## config.mk

```make
export PLATFORM = sky130hd
export DESIGN_NAME = branch_resolve_unit
export DESIGN_NICKNAME = d
export VERILOG_FILES = /design/src/rtl/branch_resolve_unit.sv
export SDC_FILE = /design/constraint.sdc
export NUM_CORES = 1
export LEC_CHECK = 0
export BUFFER_PORTS_ARGS = -buffer_cell sky130_fd_sc_hd__buf_2
export CAP_MARGIN = 20
export CORE_AREA = 4 4 248 250
export DETAILED_ROUTE_END_ITERATION = 16
export DIE_AREA = 0 0 252 254
export PLACE_DENSITY = 0.56
export SETUP_SLACK_MARGIN = 0.4
export SKIP_LAST_GASP = 1
export SYNTH_ARGS = -nofsm -noshare
export SYNTH_HDL_FRONTEND = slang
export SYNTH_SLANG_ARGS = --single-unit
```

## constraint.sdc

```tcl
create_clock -name cpu_clk -period 7.2 [get_ports cpu_clk]
set_input_delay 1.44 -clock cpu_clk [delete_from_list [all_inputs] [get_ports cpu_clk]]
set_output_delay 1.44 -clock cpu_clk [all_outputs]
set_load 0.03 [all_outputs]
```

## src/rtl/branch_resolve_unit.sv

```systemverilog
// branch_resolve_unit: EX-stage dual-slot branch resolver, BPU update bus and IF redirect handshake
module branch_resolve_unit #(
  parameter int PC_W = 32,
  parameter logic [PC_W-1:0] RESET_PC = 32'h1c000000
) (
  input  logic            cpu_clk,
  input  logic            cpu_rst,
  input  logic            in_valid,
  output logic            in_ready,
  input  logic            flush_in,
  input  logic            valid1,
  input  logic            valid2,
  input  logic [PC_W-1:0] pc1,
  input  logic [PC_W-1:0] pc2,
  input  logic [3:0]      br_op1,
  input  logic [3:0]      br_op2,
  input  logic [PC_W-1:0] rj1,
  input  logic [PC_W-1:0] rd1,
  input  logic [PC_W-1:0] rj2,
  input  logic [PC_W-1:0] rd2,
  input  logic [PC_W-1:0] offs1,
  input  logic [PC_W-1:0] offs2,
  input  logic            in_pred_taken1,
  input  logic            in_pred_taken2,
  input  logic [PC_W-1:0] in_pred_addr1,
  input  logic [PC_W-1:0] in_pred_addr2,
  output logic            ex_valid1,
  output logic            ex_valid2,
  output logic            ex_is_bj_1,
  output logic            ex_is_bj_2,
  output logic            ex_pred_taken1,
  output logic            ex_pred_taken2,
  output logic            real_taken1,
  output logic            real_taken2,
  output logic [PC_W-1:0] ex_pc_1,
  output logic [PC_W-1:0] ex_pc_2,
  output logic [PC_W-1:0] real_addr1,
  output logic [PC_W-1:0] real_addr2,
  output logic [PC_W-1:0] pred_addr1,
  output logic [PC_W-1:0] pred_addr2,
  output logic            redirect_valid,
  input  logic            redirect_ready,
  output logic [PC_W-1:0] redirect_pc,
  output logic [31:0]     br_cnt,
  output logic [31:0]     mis_cnt
);
  typedef enum logic {IDLE, REDIR} state_t;
  state_t state, state_next;
  logic accept, is_bj1, is_bj2, tk1, tk2, mis1, mis2, ex_mis;
  logic [PC_W-1:0] addr1, addr2;
  function automatic logic bj_f(input logic [3:0] op);
    return op inside {[4'd1:4'd9]};
  endfunction
  function automatic logic taken_f(input logic [3:0] op, input logic [PC_W-1:0] a, input logic [PC_W-1:0] b);
    return op == 4'd1 ? a == b :
           op == 4'd2 ? a != b :
           op == 4'd3 ? $signed(a) < $signed(b) :
           op == 4'd4 ? $signed(a) >= $signed(b) :
           op == 4'd5 ? a < b :
           op == 4'd6 ? a >= b :
           op inside {[4'd7:4'd9]};
  endfunction
  function automatic logic [PC_W-1:0] addr_f(input logic tk, input logic [3:0] op, input logic [PC_W-1:0] pc,
                                             input logic [PC_W-1:0] rj, input logic [PC_W-1:0] offs);
    return tk ? (op == 4'd9 ? rj : pc) + offs : pc + PC_W'(4);
  endfunction
  // resolve both slots, then pick the oldest mispredict; slot 2 is squashed behind a slot-1 mispredict
  always_comb begin
    in_ready = state == IDLE;
    redirect_valid = state == REDIR;
    accept = in_valid & in_ready & ~flush_in;
    is_bj1 = bj_f(br_op1);
    is_bj2 = bj_f(br_op2);
    tk1 = taken_f(br_op1, rj1, rd1);
    tk2 = taken_f(br_op2, rj2, rd2);
    addr1 = addr_f(tk1, br_op1, pc1, rj1, offs1);
    addr2 = addr_f(tk2, br_op2, pc2, rj2, offs2);
    mis1 = valid1 & (in_pred_addr1 != addr1);
    mis2 = ~mis1 & valid2 & (in_pred_addr2 != addr2);
    state_next = flush_in ? IDLE :
                 state == IDLE ? (accept & (mis1 | mis2) ? REDIR : IDLE) :
                 (redirect_ready ? IDLE : REDIR);
  end
  // update bus is live for exactly one cycle after an acceptance; counters follow the registered bus
  always_ff @(posedge cpu_clk) begin
    if (cpu_rst) begin
      state <= IDLE;
      redirect_pc <= RESET_PC;
      ex_valid1 <= 1'b0;
      ex_valid2 <= 1'b0;
      ex_is_bj_1 <= 1'b0;
      ex_is_bj_2 <= 1'b0;
      ex_pred_taken1 <= 1'b0;
      ex_pred_taken2 <= 1'b0;
      real_taken1 <= 1'b0;
      real_taken2 <= 1'b0;
      ex_pc_1 <= '0;
      ex_pc_2 <= '0;
      real_addr1 <= '0;
      real_addr2 <= '0;
      pred_addr1 <= '0;
      pred_addr2 <= '0;
      ex_mis <= 1'b0;
      br_cnt <= '0;
      mis_cnt <= '0;
    end else begin
      state <= state_next;
      if (accept & (mis1 | mis2)) redirect_pc <= mis1 ? addr1 : addr2;
      ex_valid1 <= accept & valid1;
      ex_valid2 <= accept & valid2 & ~mis1;
      ex_is_bj_1 <= accept & is_bj1;
      ex_is_bj_2 <= accept & is_bj2;
      ex_pred_taken1 <= accept & in_pred_taken1;
      ex_pred_taken2 <= accept & in_pred_taken2;
      real_taken1 <= accept & tk1;
      real_taken2 <= accept & tk2;
      ex_pc_1 <= accept ? pc1 : '0;
      ex_pc_2 <= accept ? pc2 : '0;
      real_addr1 <= accept ? addr1 : '0;
      real_addr2 <= accept ? addr2 : '0;
      pred_addr1 <= accept ? in_pred_addr1 : '0;
      pred_addr2 <= accept ? in_pred_addr2 : '0;
      ex_mis <= accept & (mis1 | mis2);
      br_cnt <= br_cnt + {31'b0, ex_valid1 & ex_is_bj_1} + {31'b0, ex_valid2 & ex_is_bj_2};
      mis_cnt <= mis_cnt + {31'b0, ex_mis};
    end
  end
endmodule

```

## Word-level counts from Yosys, hierarchy flattened

Index checks and enable logic that the tools add are counted.

- Word-level logic and storage cells: 108
- Input bits: 337
- Latch bits: 0
- Memories: 0
- Bits in registers: 298
- Output and inout port bits: 298
- RAM bits: 0
- Bits in read-only memories: 0

- Reductions and logical operators: 6
- Multiply operators: 0
- Equality and inequality tests: 20
- Divide/modulo/power cells: 0
- Order comparisons: 14
- Bitwise logic cells: 22
- Add/subtract/negate cells: 7
- Shifts and indexed selects: 0
- Multiplexer cells: 20

Operator list:

| cell | count |
|---|---|
| 32-bit 2-to-1 mux | 5 |
| 32-bit greater-or-equal comparator | 4 |
| 32-bit less-than comparator | 4 |
| 32-bit inequality test | 4 |
| 32-bit by 1-bit adder with 32-bit output | 3 |
| 32-bit by 3-bit adder with 32-bit output (second input constant) | 2 |
| 32-bit adder | 2 |
| 32-bit == test | 2 |
| 4-bit by 3-bit == test with 1-bit output (second input constant) | 6 |
| 1-bit bitwise AND | 17 |
| 4-bit by 2-bit == test with 1-bit output (second input constant) | 4 |
| 1-bit 2-to-1 mux | 15 |
| 4-bit by 1-bit == test with 1-bit output (second input constant) | 2 |
| 4-bit == test (second input constant) | 2 |
| 4-bit by 1-bit greater-or-equal comparator with 1-bit output (second input constant) | 2 |
| 4-bit by 3-bit greater-or-equal comparator with 1-bit output (second input constant) | 2 |
| 4-bit less-or-equal comparator (second input constant) | 2 |
| 1-bit logical AND | 4 |
| 1-bit inverter | 4 |
| 2-bit OR reduction | 2 |
| 1-bit OR | 1 |

## Logic depth before layout (Yosys ltp)

- Word-level depth: 18
- Depth in mapped cells: 24
- Mapped depth without buffers: 19

## Worst setup path before layout

No wires, ideal clock.

- Path type: input-to-reg
- Start: in br_op1[1]
- End: reg redirect_pc[24]
- Buffers on the path: 6
- Data arrival time: 6.860 ns
- Cell stages on the path: 23
- Library setup time: 0.088 ns
- Required time: 7.112 ns
- Setup slack: 0.252 ns
- Cells stage by stage: clkbuf_1 -> nor3b_1 -> and2_1 -> clkbuf_1 -> clkbuf_1 -> mux2_2 -> ha_1 -> clkbuf_1 -> o21ai_0 -> nor4_1 -> a221o_1 -> o311a_1 -> o2bb2ai_1 -> o311ai_0 -> o41ai_1 -> xnor3_1 -> a31oi_1 -> a2111o_1 -> or3_1 -> buf_2 -> buf_6 -> a21o_1 -> a311oi_2

- Word-level cells in the longest chain between the ends: 16
- Elaborated cells on any way between the ends: 27
- Those cells by class: add/sub (1); order compare (2); eq/ne (8); mux (9); bitwise (6); reduce/logical (1)

Ends and longest elaborated chain:

| element | line | RTL |
|---|---|---|
| start, declared | 15 | `input logic [3:0] br_op1,` |
| branches (longest 8 deep; another with 32-bit adder) | -- |  |
| 32-bit 2-to-1 mux (*) | 65 | `return tk ? (op == 4'd9 ? rj : pc) + offs : pc + PC_W'(4);` |
| 32-bit inequality test | 78 | `mis1 = valid1 & (in_pred_addr1 != addr1);` |
| 1-bit bitwise AND | 78 |  |
| 1-bit inverter | 79 | `mis2 = ~mis1 & valid2 & (in_pred_addr2 != addr2);` |
| 1-bit bitwise AND (2 in a row) | 79 |  |
| 1-bit OR | 108 | `if (accept & (mis1 \| mis2)) redirect_pc <= mis1 ? addr1 : addr2;` |
| 1-bit bitwise AND | 108 |  |
| end signal, assigned | 108 |  |
| end, declared | 43 | `output logic [PC_W-1:0] redirect_pc,` |

Every way passes the cells marked *.
A chain may end at the register's enable or synchronous reset.

## Worst setup path in the final report

- Start: in br_op1[2]
- End: reg redirect_pc[16]

The elaborated chain is that of the path after synthesis.

==> impl_metrics.py <==
metrics = {
    "finish": {
        "areaGrowthSynthToFinish_pct": 29.0,
        "layoutNonFillerInstCount": 3796,
        "drive_gt1_share_pct": 28.4,
        "final_core_util_pct": 42.4,
        "fin_area_um2": 25000,
        "nets": 3459,
    },
    "route": {
        "wl_met1_mm": 37.7,
        "routed_wl_mm": 90.9,
        "drt_iter0_markers": 1465,
        "met3WireLength_mm": 6.67,
        "dr.pass1.iters": 6,
        "wl_met2_mm": 43.7,
        "highest_layer": "met5",
        "drt-wirelength-per-cell_um": 23.9,
        "routed-via-count": 20632,
        "viasPerCell": 5.44,
        "ant_nets": 0,
        "drc_errors": 0,
    },
    "yosys": {
        "yosysTopAreaCellShare_pct": 30.7,
        "synth_area_leaders": "dfxtp_1 31%, ha_1 8.4%, nor2_1 4.8%, xor2_1 4.7%, and2_1 4.5%",
        "netlist_instances": 2366,
        "avgSynthCellArea_um2": 8.21,
        "synth_fp_nets": 2837,
        "synth_edf_count": 0,
        "ys_types": 86,
        "yosysWarnings": 0,
        "synth_top_area_cell": "dfxtp_1",
        "ys_seq_area_share_pct": 30.7,
        "synth-main-ff-cell": "dfxtp_1",
        "synthArstFlopShare_pct": 0,
        "ys_seq_elements": 298,
        "netlist_area_um2": 19400,
    },
    "place": {
        "gp_congestion": 0.950,
        "placed_cell_area_um2": 23600,
        "io_buffers": 634,
        "post-dp-hpwl_mm": 75.1,
        "place_ws_ns": 0.0194,
        "place_inst": 3719,
    },
    "critical_path": {
        "cp-end-kind": "flip-flop",
        "cpMaxStageDelayCell": "or3_1",
        "crit_type": "in2reg",
        "required_ns": 7.69,
        "crit_arrival_ns": 6.96,
        "path_cells": "buf_2 > nor3b_1 > and2_1 > buf_12 > mux2_2 > ha_1 > o21ai_0 > nor4_2 > o41ai_1 > buf_4 > and2_0 > buf_4 > a31oi_1 > xnor2_1 > a221o_1 > a2111oi_0 > a211o_1 > nand4_1 > or3_1 > buf_12 > and3_1 > o32ai_1",
        "worst-path-buf-inv": 5,
        "start_kind": "input pin",
        "cp_top_family": "compound AO/OA/AOI/OAI gates",
        "worstPathMaxFanout": 35,
        "startpoint": "br_op1[2]",
        "r2r_start": "br_cnt[3]$_SDFF_PP0_",
        "cp_slowest_stage_delay_ns": 0.46,
    },
    "sta": {
        "fin_skew_ns": 0.0107,
        "fmax_mhz": 154,
        "setup_ws_ns": 0.724,
        "finalSetupViolations": 0,
        "post-route-min-period_ns": 6.48,
        "fin_setup_tns_ns": 0,
        "hold_viol_final": 0,
        "period_share_pct": 89.9,
        "tightest_slew_ns": 0.977,
        "rsz0062_at_grt": "false",
        "maxSlewViolCount": 0,
        "whs_ns": 0.480,
        "maxSlewHeadroom_pct": 34.8,
    },
    "cts": {
        "htreeDepth": 2,
        "cts_setup_buffers": 0,
        "cts_root_buf": "clkbuf_16",
        "cts_tree": "yes",
        "cts.sinks": 298,
        "clock_path_buffers": 3,
        "numCtsBuffers": 39,
        "clkTransAtPathRegs_ns": 0.06,
        "clk_latency_ns": 0.57,
    },
    "min_path": {
        "hp-class": "reg2reg",
        "holdCritStartpoint": "redirect_pc[22]$_SDFFE_PP0P_",
    },
    "die": {
        "ios": 635,
        "placementRows": 89,
        "start_util_pct": 32.9,
        "die_w_um": 252,
        "die_y_um": 254,
        "die_area_um2": 64000,
        "core-area_um2": 59000,
    },
    "power": {
        "power_mw": 5.23,
        "ir_drop_v": 0.000168,
        "p_per_area_nw_per_um2": 209,
        "p_leak_nw": 11.8,
    },
    "run_status": {
        "status": "complete, no violations",
    },
    "grt": {
        "gr-total-overflow": 0,
        "grt_pass1_vias": 20249,
        "grt_usage_pct": 26.7,
        "antenna_found_initial": 12,
        "grt_pass1_wl_mm": 130,
        "grt_max_degree": 74,
    },
    "run": {
        "cap_violations": 0,
    },
}
==> synthesized netlist by cell type (13+ instances only) <==
master,count
dfxtp_1,298
nor2_1,248
nand2_1,158
a21oi_1,147
and2_1,139
ha_1,131
inv_1,111
xor2_1,104
clkbuf_1,95
o21ai_0,94
xnor2_1,91
nand3_1,78
mux2_2,64
nor3_1,63
nand4_1,46
and3_1,44
or3_1,40
and4_1,28
a21o_1,26
nor4_1,21
nand2b_1,18
mux2i_1,14
nor2b_1,14
a211oi_1,13
a31oi_1,13
a41o_1,13
==> area by class of cell <==
cell class / count / area, um^2
clock inverters: 17 / 216
repair buffers: 695 / 3730
diodes: 5 / 12.5
inverters: 111 / 417
fillers: 6081 / 34000
clock buffers: 54 / 1110
multi-input cells: 1843 / 12600
well taps: 773 / 967
flip-flops and latches: 298 / 5970
==> cells by family after synthesis <==
| group | share of synthesized area, % |
|---|---|
| muxes | 4.43 |
| xor gates and xnor gates | 9.61 |
| and+or+nand+nor | 24.9 |
| adders and majority gates | 8.75 |
| DFF | 30.7 |
| buffers and inverters | 4.57 |
| AOI/OAI and AO/OA | 17.1 |
==> flip-flops by register name, summed over array words and instances, names as in the netlist, 32 cells and up <==
signal / cells
redirect_pc: 32
ex_pc_2: 32
pred_addr2: 32
ex_pc_1: 32
mis_cnt: 32
pred_addr1: 32
real_addr1: 32
br_cnt: 32
real_addr2: 32
==> timing repair <==
item / CTS / global route
hold buffers: 0 / 0
endpoints found under the setup margin: 0 / 34
resized for setup: 0 / 8
==> path summary, 6_finish.rpt <==
check / slack [ns] / end / cells after the start
max reg2reg: 3.86 / br_cnt[31]$_SDFF_PP0_ / 13
min reg2reg: 0.48 / redirect_pc[22]$_SDFFE_PP0P_ / 2
max: 0.72 / redirect_pc[16]$_SDFFE_PP0P_ / 22
min: 0.48 / redirect_pc[22]$_SDFFE_PP0P_ / 2
==> cell usage in the layout, fill, tap and decap left out, drive strengths merged, types with 26 or more instances in the layout <==
| cell | Yosys | routed |
|---|---|---|
| clkbuf | 95 | 54 |
| mux2 | 64 | 64 |
| nand4 | 47 | 47 |
| a21o | 26 | 26 |
| nand2 | 159 | 159 |
| or3 | 40 | 40 |
| o21ai | 95 | 95 |
| nor2 | 248 | 248 |
| nand3 | 78 | 78 |
| inv | 111 | 112 |
| nor3 | 63 | 63 |
| xnor2 | 91 | 91 |
| a21oi | 148 | 148 |
| and3 | 44 | 44 |
| dfxtp | 298 | 298 |
| xor2 | 104 | 104 |
| buf | 19 | 695 |
| and2 | 140 | 140 |
| and4 | 28 | 28 |
| ha | 131 | 131 |
==> metal layers <==
layer	GRT usage [%]	up-vias
li1	-	9724
met1	33.6	9911
met2	46.0	837
met3	5.82	146
met4	7.83	14
met5	0	-
==> tightest hold or removal path: cells and delay by family, from the launching register on <==
kind               cells  cell delay (ns)
AOI/OAI and AO/OA      1             0.07
DFF                    1             0.31
and+or+nand+nor        1             0.05
==> report_power, final <==
| group | internal [mW] | switching, mW |
|---|---|---|
| registers | 1.70 | 0.0230 |
| clock network | 1.20 | 0.818 |
| logic | 0.543 | 0.950 |
| total | 3.44 | 1.79 |
(Power assumes the default switching activity.)
